[config.mk]
export PLATFORM = sky130hd
export DESIGN_NAME = dcs_switch_ctrl
export DESIGN_NICKNAME = d
export VERILOG_FILES = /design/src/rtl/dcs_switch_ctrl.sv
export SDC_FILE = /design/constraint.sdc
export NUM_CORES = 1
export LEC_CHECK = 0
export ABC_AREA = 1
export BUFFER_PORTS_ARGS = -buffer_cell sky130_fd_sc_hd__buf_2
export CAP_MARGIN = 20
export CORE_MARGIN = 1.5
export CORE_UTILIZATION = 46
export CTS_CLUSTER_DIAMETER = 120
export DETAILED_ROUTE_END_ITERATION = 16
export PLACE_DENSITY = 0.77
export SLEW_MARGIN = 30
export SYNTH_ARGS = -nofsm -noshare
export SYNTH_HDL_FRONTEND = slang
export SYNTH_SLANG_ARGS = --single-unit
[constraint.sdc]
create_clock -name ref_clk -period 0.8 [get_ports ref_clk]
set_input_delay 0.08 -clock ref_clk [delete_from_list [all_inputs] [get_ports ref_clk]]
set_output_delay 0.08 -clock ref_clk [all_outputs]
set_load 0.01 [all_outputs]
[src/rtl/dcs_switch_ctrl.sv]
// DCS clock-switch sequencer: break-before-make hand-over of SEL0/SEL1, done after SETTLE_EDGES target edges; req_ready only in IDLE.
// Latency: done 1 cycle after accept for the current clock, else DRAIN_CYCLES + settle; DCS_SWITCH_TIMEOUT_EN adds a dead-clock abort on err.
module dcs_switch_ctrl #(
   parameter int DRAIN_CYCLES   = 4,
   parameter int SETTLE_EDGES   = 8,
   parameter int TIMEOUT_CYCLES = 255
) (
   input  logic ref_clk,
   input  logic sel_clk0_rstn,
   input  logic req_valid,
   input  logic req_sel,
   output logic req_ready,
   input  logic clk0_mon,
   input  logic clk1_mon,
   output logic sel0,
   output logic sel1,
   output logic modesel,
   output logic active_clk,
   output logic done,
   output logic err
);

   localparam int DRAIN_N  = (DRAIN_CYCLES < 1) ? 1 : DRAIN_CYCLES;
   localparam int SETTLE_N = (SETTLE_EDGES < 1) ? 1 : SETTLE_EDGES;
   localparam int DW       = $clog2(DRAIN_N + 1);
   localparam int EW       = $clog2(SETTLE_N + 1);
   localparam logic [DW-1:0] DRAIN_LAST  = DW'(DRAIN_N - 1);
   localparam logic [EW-1:0] SETTLE_LAST = EW'(SETTLE_N - 1);

   typedef enum logic [1:0] {
      IDLE   = 2'd0,
      DRAIN  = 2'd1,
      SETTLE = 2'd2,
      ABORT  = 2'd3
   } state_t;

   state_t          state, state_n;
   logic            tgt, tgt_n;
   logic            sel0_n, sel1_n, act_n, done_n;
   logic [DW-1:0]   dcnt, dcnt_n;
   logic [EW-1:0]   ecnt, ecnt_n;
   logic [1:0]      rst_sync;
   logic            rstn;
   logic [2:0]      mon0_sync, mon1_sync;
   logic            edge0, edge1, tgt_edge;

`ifdef DCS_SWITCH_TIMEOUT_EN
   localparam int TIMEOUT_N = (TIMEOUT_CYCLES < 1) ? 1 : TIMEOUT_CYCLES;
   localparam int TW        = $clog2(TIMEOUT_N + 1);
   localparam logic [TW-1:0] TIMEOUT_LAST = TW'(TIMEOUT_N - 1);
   logic [TW-1:0]   tcnt, tcnt_n;
   logic            err_q, err_n;
   assign err = err_q;
`else
   assign err = 1'b0;
`endif

   // Reset asserts immediately, releases two ref_clk edges later.
   always_ff @(posedge ref_clk or negedge sel_clk0_rstn) begin
      if (!sel_clk0_rstn) begin
         rst_sync <= 2'b00;
      end else begin
         rst_sync <= {rst_sync[0], 1'b1};
      end
   end
   assign rstn = rst_sync[1];

   always_ff @(posedge ref_clk or negedge rstn) begin
      if (!rstn) begin
         mon0_sync <= 3'b000;
         mon1_sync <= 3'b000;
      end else begin
         mon0_sync <= {mon0_sync[1:0], clk0_mon};
         mon1_sync <= {mon1_sync[1:0], clk1_mon};
      end
   end

   assign edge0    = mon0_sync[1] & ~mon0_sync[2];
   assign edge1    = mon1_sync[1] & ~mon1_sync[2];
   assign tgt_edge = tgt ? edge1 : edge0;

   assign req_ready = (state == IDLE);
   assign modesel   = 1'b0;

   always_ff @(posedge ref_clk or negedge rstn) begin
      if (!rstn) begin
         state      <= IDLE;
         tgt        <= 1'b0;
         sel0       <= 1'b1;
         sel1       <= 1'b0;
         active_clk <= 1'b0;
         done       <= 1'b0;
         dcnt       <= '0;
         ecnt       <= '0;
`ifdef DCS_SWITCH_TIMEOUT_EN
         tcnt       <= '0;
         err_q      <= 1'b0;
`endif
      end else begin
         state      <= state_n;
         tgt        <= tgt_n;
         sel0       <= sel0_n;
         sel1       <= sel1_n;
         active_clk <= act_n;
         done       <= done_n;
         dcnt       <= dcnt_n;
         ecnt       <= ecnt_n;
`ifdef DCS_SWITCH_TIMEOUT_EN
         tcnt       <= tcnt_n;
         err_q      <= err_n;
`endif
      end
   end

   always_comb begin
      state_n = state;
      tgt_n   = tgt;
      sel0_n  = sel0;
      sel1_n  = sel1;
      act_n   = active_clk;
      done_n  = 1'b0;
      dcnt_n  = dcnt;
      ecnt_n  = ecnt;
`ifdef DCS_SWITCH_TIMEOUT_EN
      tcnt_n  = tcnt;
      err_n   = 1'b0;
`endif
      case (state)
         IDLE: begin
            if (req_valid) begin
               if (req_sel == active_clk) begin
                  done_n = 1'b1;
               end else begin
                  state_n = DRAIN;
                  tgt_n   = req_sel;
                  sel0_n  = 1'b0;
                  sel1_n  = 1'b0;
                  dcnt_n  = '0;
               end
            end
         end
         DRAIN: begin
            if (dcnt == DRAIN_LAST) begin
               sel0_n  = ~tgt;
               sel1_n  = tgt;
               state_n = SETTLE;
               ecnt_n  = '0;
`ifdef DCS_SWITCH_TIMEOUT_EN
               tcnt_n  = '0;
`endif
            end else begin
               dcnt_n = dcnt + 1'b1;
            end
         end
         SETTLE: begin
            if (tgt_edge) begin
               if (ecnt == SETTLE_LAST) begin
                  act_n   = tgt;
                  done_n  = 1'b1;
                  state_n = IDLE;
               end else begin
                  ecnt_n = ecnt + 1'b1;
               end
`ifdef DCS_SWITCH_TIMEOUT_EN
               tcnt_n = '0;
            end else if (tcnt == TIMEOUT_LAST) begin
               // Dead target: break again before restoring the old select.
               sel0_n  = 1'b0;
               sel1_n  = 1'b0;
               dcnt_n  = '0;
               state_n = ABORT;
            end else begin
               tcnt_n = tcnt + 1'b1;
`endif
            end
         end
`ifdef DCS_SWITCH_TIMEOUT_EN
         ABORT: begin
            if (dcnt == DRAIN_LAST) begin
               sel0_n  = ~active_clk;
               sel1_n  = active_clk;
               err_n   = 1'b1;
               state_n = IDLE;
            end else begin
               dcnt_n = dcnt + 1'b1;
            end
         end
`endif
         default: begin
            state_n = IDLE;
         end
      endcase
   end

endmodule

==> results of run 1 <==
==> through the flow <==
stage | hold slack [ns] | setup slack (ns) | util
3_3_place_gp | -0.135 | -0.432 | 0.619
2_1_floorplan | -0.216 | -0.392 | -
4_1_cts | 0.0513 | -0.444 | 0.682
6_report | 0.0671 | -0.478 | 0.736
3_5_place_dp | -0.131 | -0.474 | 0.619
5_1_grt | 0.0373 | -0.565 | 0.736
==> worst paths after layout <==
path | to | slack [ns] | start | cells after the start
max | dcnt[2] | -0.48 | dcnt[0] | 8
min | rst_sync[0] | 0.07 | sel_clk0_rstn | 2
max reg2reg | dcnt[2] | -0.48 | dcnt[0] | 8
min reg2reg | mon1_sync[0] | 0.07 | rst_sync[1] | 0
max in group asynchronous | sel0 | 0.31 | rst_sync[1] | 1
min in group ref_clk | tgt | 0.09 | req_valid | 3
==> power by group <==
part / switching [uW] / total [uW] / internal [uW] / leakage, uW
registers: 155 / 1490 / 1330 / 0.000264
clock network: 342 / 848 / 507 / 0.0000279
logic: 671 / 1450 / 774 / 0.000431
==> flip-flops by register name (all words and copies together) (netlist names), 2 cells and up <==
signal and cells:
rst_sync 2, dcnt 3, mon1_sync 3, state 2, mon0_sync 3, ecnt 4
==> placed cells by master (no fill, tap or decap) <==
cell type      count
dfrtp_1           19
buf_4             18
nand2_1           16
inv_1             10
o21ai_1            8
nand3_1            7
nand2_2            7
buf_2              7
buf_6              7
nand2_4            5
inv_2              4
nor2_4             3
nand3_2            3
o21ai_2            3
conb_1             3
clkbuf_4           3
dlygate4sd3_1      3
nand3_4            2
ha_2               2
dfrtp_2            2
nand4_1            1
o21a_1             1
or2_2              1
o21ai_0            1
ha_4               1
bufinv_16          1
buf_12             1
dfstp_2            1
==> per-layer routing <==
layer  vias to the layer above  global-route usage  wire length, um
li1                        395                   -                -
met1                       367               0.222              862
met2                        14               0.297             1040
met3                         4              0.0278               48
met4                         0              0.0429               23
met5                         -                   0                0
==> logic make-up (layout without fill, tap and decap cells) <==
family                     Yosys count  in the layout  share of synthesized area
and+or+nand+nor                     45             45                      0.238
DFF                                 22             22                      0.574
buffers and inverters               16             54                     0.0703
AOI/OAI and AO/OA                   13             13                     0.0703
adders and majority gates            3              3                     0.0391
other                                2              3                    0.00782
==> worst max-delay path, stage by stage, from the launching register on <==
cell and delay [ns]:
dfrtp_1 0.42, ha_2 0.19, ha_4 0.16, inv_2 0.07, nand2_4 0.07, nand2_4 0.09, nand2_4 0.07, nand2_2 0.06
o21ai_1 0.05
==> layout make-up <==
class                   count  area (um2)
repair buffers             36         299
fillers                   150         518
flip-flops and latches     22         554
multi-input cells          64         452
clock buffers               3        22.5
well taps                  27        33.8
clock inverters             1        30.0
inverters                  14        52.6
==> what timing repair did <==
action                                  4_1_cts  5_1_grt
gates resized for setup                       6       21
hold endpoints to repair                      4        0
endpoints found under the setup margin       19       19
pin swaps                                     8       10
hold buffers                                  3        0
setup buffers                                 3        3
==> tab_implementation.tex, run 1 <==
\begin{tabular}{lr}
\hline
Metric & Value \\
\hline
\multicolumn{2}{l}{\textbf{Run status}} \\
Failing checks & negative setup slack \\
Outcome & finished with violations \\
\multicolumn{2}{l}{\textbf{Cells and area}} \\
Inserted Diodes & 0 \\
Post-route insts no fill & around 170 \\
Non-Filler Cell Area, Final & $\sim$0.0014 mm2 \\
Area grow syn2layout & 50.3\% \\
Final net count & 150 \\
Fraction of layout instances using a drive strength above 1 & 0.507 \\
\multicolumn{2}{l}{\textbf{Hold path}} \\
Worst hold path type & in2async \\
\multicolumn{2}{l}{\textbf{Timing}} \\
Max Clk Rate & 0.783 GHz \\
Final setup margin & -0.478 ns \\
Final worst-path cycle share & 1.60 \\
Number of endpoints failing setup at the final stage & 19 \\
Fin Clk Skew & 0.000516 ns \\
Hold Violations, Final & 0 \\
Post-layout min period & 1.28 ns \\
Number of max-slew violations in the final report & 0 \\
Fin Setup TNS & -6.43 ns \\
Unrepaired setup endpoints after global routing & true \\
\multicolumn{2}{l}{\textbf{Setup path}} \\
Signal arrival time at the worst endpoint & around 1.5 ns \\
Required time at the worst-slack endpoint & 1.01 ns \\
Endpoint type of the worst setup path & register \\
CP Class & reg2reg \\
Critical path launch point type & register \\
Max FO, Critical Path & 5 \\
\multicolumn{2}{l}{\textbf{Global routing}} \\
Largest net degree at the start of global routing & 19 \\
Grt ovf & 0 \\
Antenna violations before repair & 0 \\
Number of global-route vias before repair & 716 \\
First-pass GRT wire length & 3170 um \\
Total routing resource utilization after global routing & 0.171 \\
\multicolumn{2}{l}{\textbf{Clocking}} \\
Post-CTS clock slew at the launch and capture registers of the worst setup and hold paths & 0.12 ns \\
Number of buffers on the longest clock path & 2 \\
TritonCTS buffer count & 3 \\
Clock tree from TritonCTS & yes \\
Cell at the root of the clock tree & clkbuf\_4 \\
CTS H-tree lvls & 1 \\
Clock latency at the later pin of the worst-skew pair & 0.31 ns \\
Number of sinks driven by the clock tree & 22 \\
\multicolumn{2}{l}{\textbf{Synth}} \\
Number of synthesized register bits & 22 \\
Cell accounting for the most synthesized area & dfrtp\_1 \\
Sequential-to-total area share from yosys stat & 0.574 \\
Post-synthesis instance total & 101 \\
Main area contributors after synthesis & dfrtp\_1 (55\%), nand2\_1 (8.6\%), nand3\_1 (5.7\%) \\
Avg Inst Size Synth & roughly 9.5 um2 \\
EDFF count, synth & 0 \\
Top cell type's share of synthesized area & 0.547 \\
Cell variety after synth & 19 \\
Ys async rst share & 1.00 \\
Commonest cells in the netlist & nand2\_1 (22), dfrtp\_1 (21), inv\_1 (12), nand3\_1 (11), o21ai\_0 (7) \\
Yosys warnings & 0 \\
Cell Area, Synth & 961 um2 \\
Top\_reg\_cell synth & dfrtp\_1 \\
Library cell with the highest instance count after synthesis & nand2\_1 \\
\multicolumn{2}{l}{\textbf{Floorplan}} \\
Cell Rows & 16 \\
Number of placed I/O pins & 13 \\
Die H & about 49 um \\
Die Area & between 0.002 and 0.0025 mm2 \\
Area inside the core boundary & 0.00196 mm2 \\
Initial cell density of the core & 0.490 \\
Width of the die & $\sim$50 um \\
\multicolumn{2}{l}{\textbf{Pwr}} \\
IR drop worst, VDD & 0.00180 V \\
Total power after layout & 3780 uW \\
PwrDens & 2620 mW/mm2 \\
Leakage dissipation & between 0.0007 and 0.0008 uW \\
\multicolumn{2}{l}{\textbf{Drt}} \\
Vias per Instance & 4.67 \\
Sum of routed wire length over all layers & approximately 2000 um \\
Drt first pass iters & 4 \\
Number of routed nets with antenna violations & 0 \\
Count of routing violations after the opening detailed-route iteration & 7 \\
Drc violations & 0 \\
Count of vias placed by the detailed router & between 700 and 800 \\
Detail-routed net length per standard cell & 11.8 um \\
\multicolumn{2}{l}{\textbf{Place}} \\
Number of I/O port buffers & 10 \\
Half-perimeter wire length after detailed placement & 1310 um \\
Post-place instance area & 0.00121 mm2 \\
Cell Count Post-Placement & 154 \\
RePlAce Congestion & roughly 0.78 \\
\multicolumn{2}{l}{\textbf{Run}} \\
Max Cap Violations & 0 \\
\hline
\end{tabular}
No activity file was read; power rests on OpenSTA's default activity.
==> run 2, diff against run 1 <==
--- a/config.mk
+++ b/config.mk
@@ -6,13 +6,13 @@
 export NUM_CORES = 1
 export LEC_CHECK = 0
 export ABC_AREA = 1
-export BUFFER_PORTS_ARGS = -buffer_cell sky130_fd_sc_hd__buf_2
 export CAP_MARGIN = 20
 export CORE_MARGIN = 1.5
 export CORE_UTILIZATION = 46
 export CTS_CLUSTER_DIAMETER = 120
 export DETAILED_ROUTE_END_ITERATION = 16
-export PLACE_DENSITY = 0.77
+export DONT_BUFFER_PORTS = 1
+export PLACE_DENSITY = 0.72
 export SLEW_MARGIN = 30
 export SYNTH_ARGS = -nofsm -noshare
 export SYNTH_HDL_FRONTEND = slang
==> constraint.sdc (replaced) <==
create_clock -name ref_clk -period 1.5 [get_ports ref_clk]
set_input_delay 0.15 -clock ref_clk [delete_from_list [all_inputs] [get_ports ref_clk]]
set_output_delay 0.15 -clock ref_clk [all_outputs]
set_load 0.01 [all_outputs]
==> run 2 against run 1 <==
Net effect:
- the flow now finishes without violations
- sequential power is 46% lower
- die area stayed put
- maximum frequency is 8.5% lower
- setup slack better by 0.58 ns
- register-to-register slack better by 0.58 ns
- sequential share of layout area is 12 points higher
- power is 56% lower
- critical endpoint is now dcnt[0]
- first-iteration DRC count is 100% higher
- combinational power is 72% lower
==> tab_implementation.tex, run 2 (same netlist as run 1, synthesis figures left out) <==
\begin{tabular}{lr}
\hline
Metric & Value \\
\hline
\multicolumn{2}{l}{\textbf{Place}} \\
RePlAce Congestion & 0.827 (was 0.781) \\
Cell Count Post-Placement & 129 (was 154) \\
Number of I/O port buffers & 0 (was 10) \\
Half-perimeter wire length after detailed placement & 1170 um (was 1310 um) \\
Worst slack at placement & 0.0775 ns (was -0.474 ns) \\
\multicolumn{2}{l}{\textbf{Setup path}} \\
Max FO, Critical Path & 5 (unchanged) \\
Worst stage delay on the critical path & 0.41 ns (was 0.42 ns) \\
Critical path's slowest cell & dfrtp\_1 (unchanged) \\
Cells along the critical path & ha\_1 > ha\_2 > inv\_1 > nand2\_1 > nand2\_2 > nand2\_2 > nand2\_1 > o21ai\_0 (was ha\_2 > ha\_4 > inv\_2 > nand2\_4 > nand2\_4 > nand2\_4 > nand2\_2 > o21ai\_1) \\
Required time at the worst-slack endpoint & 1.69 ns (was 1.01 ns) \\
Critical path launch point & dcnt[0] (unchanged) \\
Signal arrival time at the worst endpoint & 1.59 ns (was 1.49 ns) \\
Kind of cell adding the most delay to the critical path & adder cells (was flip-flops) \\
Endpoint type of the worst setup path & register (unchanged) \\
Critical path buffers and inverters & 1 (unchanged) \\
CP Class & reg2reg (unchanged) \\
FF-to-FF Start & dcnt[0] (unchanged) \\
Critical path launch point type & register (unchanged) \\
\multicolumn{2}{l}{\textbf{Cells and area}} \\
Count of filler cells inserted in the layout & 192 (was 150) \\
Max reg flops & 4 (unchanged) \\
Top library cells by usage in the layout, fill and taps aside & nand2\_1 (21), dfrtp\_1 (21), inv\_1 (12) (was dfrtp\_1 (19), buf\_4 (18), nand2\_1 (16)) \\
Inserted Diodes & 0 (unchanged) \\
Area grow syn2layout & 13.0\% (was 50.3\%) \\
Post-route insts no fill & 136 (was 167) \\
Footprint of the flip-flops and latches & 552 um2 (was 554 um2) \\
Final net count & 119 (was 150) \\
Largest reg by FF count & ecnt (unchanged) \\
Multi-input gate area & 350 um2 (was 452 um2) \\
Fraction of layout instances using a drive strength above 1 & 0.193 (was 0.507) \\
\multicolumn{2}{l}{\textbf{Drt}} \\
Drt first pass iters & 4 (unchanged) \\
Vias per Instance & 4.85 (was 4.67) \\
Number of routed nets with antenna violations & 0 (unchanged) \\
Detail-routed net length per standard cell & 11.0 um (was 11.8 um) \\
Sum of routed wire length over all layers & 1490 um (was 1970 um) \\
Count of vias placed by the detailed router & 660 (was 780) \\
Drc violations & 0 (unchanged) \\
Count of routing violations after the opening detailed-route iteration & 14 (was 7) \\
\multicolumn{2}{l}{\textbf{Clocking}} \\
Post-CTS clock slew at the launch and capture registers of the worst setup and hold paths & 0.11 ns (was 0.12 ns) \\
Cell at the root of the clock tree & clkbuf\_4 (unchanged) \\
Number of sinks driven by the clock tree & 22 (unchanged) \\
CTS H-tree lvls & 1 (unchanged) \\
Clock tree from TritonCTS & yes (unchanged) \\
Number of buffers on the longest clock path & 2 (unchanged) \\
TritonCTS buffer count & 3 (unchanged) \\
Clock latency at the later pin of the worst-skew pair & 0.30 ns (was 0.31 ns) \\
\multicolumn{2}{l}{\textbf{Run status}} \\
Outcome & completed (was finished with violations) \\
\multicolumn{2}{l}{\textbf{Pwr}} \\
Total power after layout & 1650 uW (was 3780 uW) \\
IR drop worst, VDD & 0.000750 V (was 0.00180 V) \\
Leakage dissipation & 0.000543 uW (was 0.000724 uW) \\
PwrDens & 1520 mW/mm2 (was 2620 mW/mm2) \\
\multicolumn{2}{l}{\textbf{Floorplan}} \\
Number of placed I/O pins & 13 (unchanged) \\
Area inside the core boundary & 0.00196 mm2 (unchanged) \\
Die H & 48.7 um (unchanged) \\
Die Area & 0.00237 mm2 (unchanged) \\
Cell Rows & 16 (unchanged) \\
Initial cell density of the core & 0.490 (unchanged) \\
Width of the die & 48.7 um (unchanged) \\
\multicolumn{2}{l}{\textbf{Timing}} \\
Fin Setup TNS & 0 ns (was -6.43 ns) \\
Final setup margin & 0.103 ns (was -0.478 ns) \\
Number of max-slew violations in the final report & 0 (unchanged) \\
Post-layout min period & 1.40 ns (was 1.28 ns) \\
Tightest hold margin & 0.0220 ns (was 0.0671 ns) \\
Unrepaired setup endpoints after global routing & false (was true) \\
Hold Violations, Final & 0 (unchanged) \\
Final worst-path cycle share & 0.931 (was 1.60) \\
Max Clk Rate & 0.716 GHz (was 0.783 GHz) \\
Fin Clk Skew & 0.00183 ns (was 0.000516 ns) \\
Number of endpoints failing setup at the final stage & 0 (was 19) \\
\multicolumn{2}{l}{\textbf{Hold path}} \\
Start point of the worst hold path & req\_valid \\
Worst hold path type & in2reg (was in2async) \\
\multicolumn{2}{l}{\textbf{Run}} \\
Max Cap Violations & 0 (unchanged) \\
\multicolumn{2}{l}{\textbf{Global routing}} \\
Grt ovf & 0 (unchanged) \\
Largest net degree at the start of global routing & 21 (was 19) \\
Antenna violations before repair & 0 (unchanged) \\
Total routing resource utilization after global routing & 0.147 (was 0.171) \\
Number of global-route vias before repair & 632 (was 716) \\
First-pass GRT wire length & 2660 um (was 3170 um) \\
\hline
\end{tabular}
-- run 2: cell count changes in the layout (fill, tap and decap cells not counted), sizes merged --
cell  previous run  this run
buf             33         2
-- run 2: repair_timing --
item,CTS,global route
gates resized for setup,0,2
hold endpoints to repair,4,0
hold buffers,3,0
buffers inserted,0,0
endpoints found under the setup margin,0,1
-- run 2: layout make-up --
type                            instances  share of cell area
Tap cell                               27              0.0311
Inverter                               14              0.0484
Sequential cell                        22               0.508
Multi-Input combinational cell         64               0.323
Clock buffer                            3              0.0207
Timing Repair Buffer                    5              0.0415
Clock inverter                          1              0.0276
-- run 2: path summary, 6_finish.rpt --
| kind | endpoint | slack [ns] | depth (start not counted) |
|---|---|---|---|
| max | dcnt[0] | 0.10 | 8 |
| min | tgt | 0.02 | 2 |
| max reg2reg | dcnt[0] | 0.10 | 8 |
| min reg2reg | state[1] | 0.20 | 1 |
| max in group asynchronous | sel0 | 1.04 | 1 |
| min in group asynchronous | rst_sync[1] | 0.06 | 1 |
-- run 2: where the power goes --
group | switching (uW) | internal [uW] | total (uW)
combinational | 229 | 172 | 402
clock | 168 | 270 | 438
sequential | 102 | 710 | 812
-- run 2: through the flow --
stage	utilization	instance area (um2)
floorplan	-	965
CTS	0.551	1080
finish	0.554	1090
global route	0.554	1090
global placement	0.509	998
detailed placement	0.509	998
-- run 2: metal layers --
layer	vias up	track usage	routed length [um]
met5	-	0	0
met4	0	0.0571	19
met3	4	0.0617	77
met2	17	0.242	713
met1	307	0.171	681
li1	332	-	-
==> run 3, diff against run 2 <==
==> constraint.sdc (replaced) <==
create_clock -name ref_clk -period 1.3 [get_ports ref_clk]
set_input_delay 0.13 -clock ref_clk [delete_from_list [all_inputs] [get_ports ref_clk]]
set_output_delay 0.13 -clock ref_clk [all_outputs]
set_load 0.01 [all_outputs]
==> run 3 against run 2 <==
Net effect:
- power is 19% higher
- clock power is 29% lower
- maximum frequency is 9.9% higher
- combinational power is 74% higher
- register-to-register slack worse by 0.07 ns
- sequential share of layout area is 4.1 points lower
- cell count is 5.9% higher
- die area stayed put
- global-route usage is 2.1 points higher
- sequential power is 17% higher
- count of clock-buffer cells in the layout is 1 higher
- hold slack better by 0.0085 ns
- largest cell class unchanged
- largest power group unchanged
==> tab_implementation.tex, run 3 (same netlist as run 1, synthesis figures left out) <==
\begin{tabular}{lr}
\hline
Metric & Value \\
\hline
\multicolumn{2}{l}{\textbf{Cells and area}} \\
Inserted Diodes & 0 (unchanged) \\
Max reg flops & 4 (unchanged) \\
Fraction of layout instances using a drive strength above 1 & 0.316 (was 0.193) \\
Largest reg by FF count & ecnt (unchanged) \\
Area grow syn2layout & 23.2\% (was 13.0\%) \\
Top library cells by usage in the layout, fill and taps aside & dfrtp\_1 (20), nand2\_1 (18), inv\_1 (11) (was nand2\_1 (21), dfrtp\_1 (21), inv\_1 (12)) \\
Most common cell after layout, fill and taps aside & dfrtp\_1 \\
Final net count & 127 (was 119) \\
\multicolumn{2}{l}{\textbf{Setup path}} \\
Signal arrival time at the worst endpoint & 1.52 ns (was 1.59 ns) \\
CP Class & reg2reg (unchanged) \\
Worst stage delay on the critical path & 0.43 ns (was 0.41 ns) \\
Required time at the worst-slack endpoint & 1.55 ns (was 1.69 ns) \\
Critical path buffers and inverters & 2 (was 1) \\
R2R Path End & dcnt[1] (was dcnt[0]) \\
Setup slack of the most critical reg-to-reg path & 0.03 ns (was 0.10 ns) \\
FF-to-FF Start & dcnt[1] (was dcnt[0]) \\
Register-to-Register Path Depth & 8 (unchanged) \\
Critical path's slowest cell & dfrtp\_1 (unchanged) \\
Total number of cells along the worst setup path & 8 (unchanged) \\
Cells along the critical path & ha\_4 > ha\_4 > inv\_2 > nand2\_4 > nand2\_4 > buf\_4 > nand3\_1 > nand2\_1 (was ha\_1 > ha\_2 > inv\_1 > nand2\_1 > nand2\_2 > nand2\_2 > nand2\_1 > o21ai\_0) \\
Kind of cell adding the most delay to the critical path & flip-flops (was adder cells) \\
Endpoint type of the worst setup path & register (unchanged) \\
Max FO, Critical Path & 3 (was 5) \\
Critical path launch point type & register (unchanged) \\
\multicolumn{2}{l}{\textbf{Drt}} \\
Number of routed nets with antenna violations & 0 (unchanged) \\
Detail-routed net length per standard cell & 12.3 um (was 11.0 um) \\
Vias per Instance & 4.90 (was 4.85) \\
Drc violations & 0 (unchanged) \\
Sum of routed wire length over all layers & 1780 um (was 1490 um) \\
Count of routing violations after the opening detailed-route iteration & 7 (was 14) \\
Count of vias placed by the detailed router & 705 (was 660) \\
Drt first pass iters & 4 (unchanged) \\
\multicolumn{2}{l}{\textbf{Global routing}} \\
Met1 Use GR & 0.209 (was 0.171) \\
Number of global-route vias before repair & 691 (was 632) \\
GRT busiest layer & met2 (unchanged) \\
First-pass GRT wire length & 2940 um (was 2660 um) \\
Total routing resource utilization after global routing & 0.168 (was 0.147) \\
Met3 capacity usage during global routing & 0.0309 (was 0.0617) \\
Largest net degree at the start of global routing & 15 (was 21) \\
Grt ovf & 0 (unchanged) \\
Met2 GRT Util & 0.272 (was 0.242) \\
Antenna violations before repair & 0 (unchanged) \\
\multicolumn{2}{l}{\textbf{Run}} \\
Max Cap Violations & 0 (unchanged) \\
\multicolumn{2}{l}{\textbf{Clocking}} \\
TritonCTS buffer count & 3 (unchanged) \\
Clock latency at the later pin of the worst-skew pair & 0.31 ns (was 0.30 ns) \\
Cell at the root of the clock tree & clkbuf\_4 (unchanged) \\
CTS H-tree lvls & 1 (unchanged) \\
Post-CTS clock slew at the launch and capture registers of the worst setup and hold paths & 0.11 ns (about the same) \\
Clock tree from TritonCTS & yes (unchanged) \\
Number of sinks driven by the clock tree & 22 (unchanged) \\
Number of buffers on the longest clock path & 2 (unchanged) \\
\multicolumn{2}{l}{\textbf{Hold path}} \\
Worst hold path type & in2reg (unchanged) \\
Count of cells along the worst hold path & 2 (unchanged) \\
Start point of the worst hold path & req\_sel (was req\_valid) \\
Worst-case hold path end point & tgt (unchanged) \\
\multicolumn{2}{l}{\textbf{Timing}} \\
Unrepaired setup endpoints after global routing & true (was false) \\
Fin Setup TNS & 0 ns (unchanged) \\
Fin Clk Skew & 0.00796 ns (was 0.00183 ns) \\
Hold Violations, Final & 0 (unchanged) \\
Post-layout min period & 1.27 ns (was 1.40 ns) \\
Max Clk Rate & 0.786 GHz (was 0.716 GHz) \\
Final worst-path cycle share & 0.978 (was 0.931) \\
Number of endpoints failing setup at the final stage & 0 (unchanged) \\
Tightest hold margin & 0.0305 ns (was 0.0220 ns) \\
Number of max-slew violations in the final report & 0 (unchanged) \\
\multicolumn{2}{l}{\textbf{Floorplan}} \\
Width of the die & 48.7 um (unchanged) \\
Cell Rows & 16 (unchanged) \\
Area inside the core boundary & 0.00196 mm2 (unchanged) \\
Die H & 48.7 um (unchanged) \\
Initial cell density of the core & 0.490 (unchanged) \\
Die Area & 0.00237 mm2 (unchanged) \\
Number of placed I/O pins & 13 (unchanged) \\
\multicolumn{2}{l}{\textbf{Place}} \\
Number of I/O port buffers & 0 (unchanged) \\
Half-perimeter wire length after detailed placement & 1200 um (was 1170 um) \\
RePlAce Congestion & 0.813 (was 0.827) \\
\multicolumn{2}{l}{\textbf{Pwr}} \\
Leakage dissipation & 0.000584 uW (was 0.000543 uW) \\
PwrDens & 1660 mW/mm2 (was 1520 mW/mm2) \\
IR drop worst, VDD & 0.000906 V (was 0.000750 V) \\
\multicolumn{2}{l}{\textbf{Run status}} \\
Outcome & completed (unchanged) \\
\hline
\end{tabular}
==> run 3: changes by cell type in the layout (fill, tap and decap cells not counted), moves of 2 or more <==
cell	change
nand2_4	+3
nand2_1	-3
ha_4	+2
buf_4	+7
o21ai_2	+2
==> run 3: per-layer routing <==
layer	vias to the layer above	wire (um)
met5	-	0
met4	0	59
met3	7	55
met2	18	875
met1	334	787
li1	346	-
==> run 3: through the flow <==
step | worst slack (ns) | power [uW] | cell area, um2 | utilization | cells
after detailed placement | -0.101 | 1420 | 1010 | 0.517 | 131
final | 0.0285 | 1960 | 1180 | 0.603 | 144
after CTS | 0.00479 | 1810 | 1120 | 0.571 | 141
after floorplan | 0.0408 | 1290 | 965 | - | 102
after global routing | -0.0283 | 2130 | 1180 | 0.603 | 144
after global placement | 0.0163 | 1370 | 1010 | 0.517 | 131
==> run 3: area by class of cell <==
cell class	count	area, um2
fill	184	778
clock buffer	4	26.3
multi-input combinational	64	410
tap	27	33.8
inverter	14	52.6
sequential	22	553
timing repair buffer	13	108
==> run 3: worst max path at each step <==
stage	slack, ns	startpoint	endpoint
floorplan	0.04	dcnt[0]	dcnt[0]
global placement	0.02	dcnt[0]	dcnt[0]
detailed placement	-0.10	dcnt[0]	dcnt[0]
CTS	0.005	dcnt[0]	dcnt[0]
global route	-0.03	dcnt[1]	dcnt[1]
finish	0.03	dcnt[1]	dcnt[1]
==> run 3: power by group <==
| group | internal [uW] | leakage, uW | switching [uW] |
|---|---|---|---|
| Sequential | 819 | 0.000266 | 131 |
| Combinational | 344 | 0.000303 | 356 |
| Clock | 120 | 0.0000150 | 192 |
==> run 3: timing repair <==
action / CTS / global route
cloned: 0 / 0
setup buffers: 2 / 3
hold buffers: 4 / 0
endpoints found under the hold margin: 5 / 0
pin swaps: 1 / 4
gates resized for setup: 7 / 11
endpoints found under the setup margin: 3 / 12
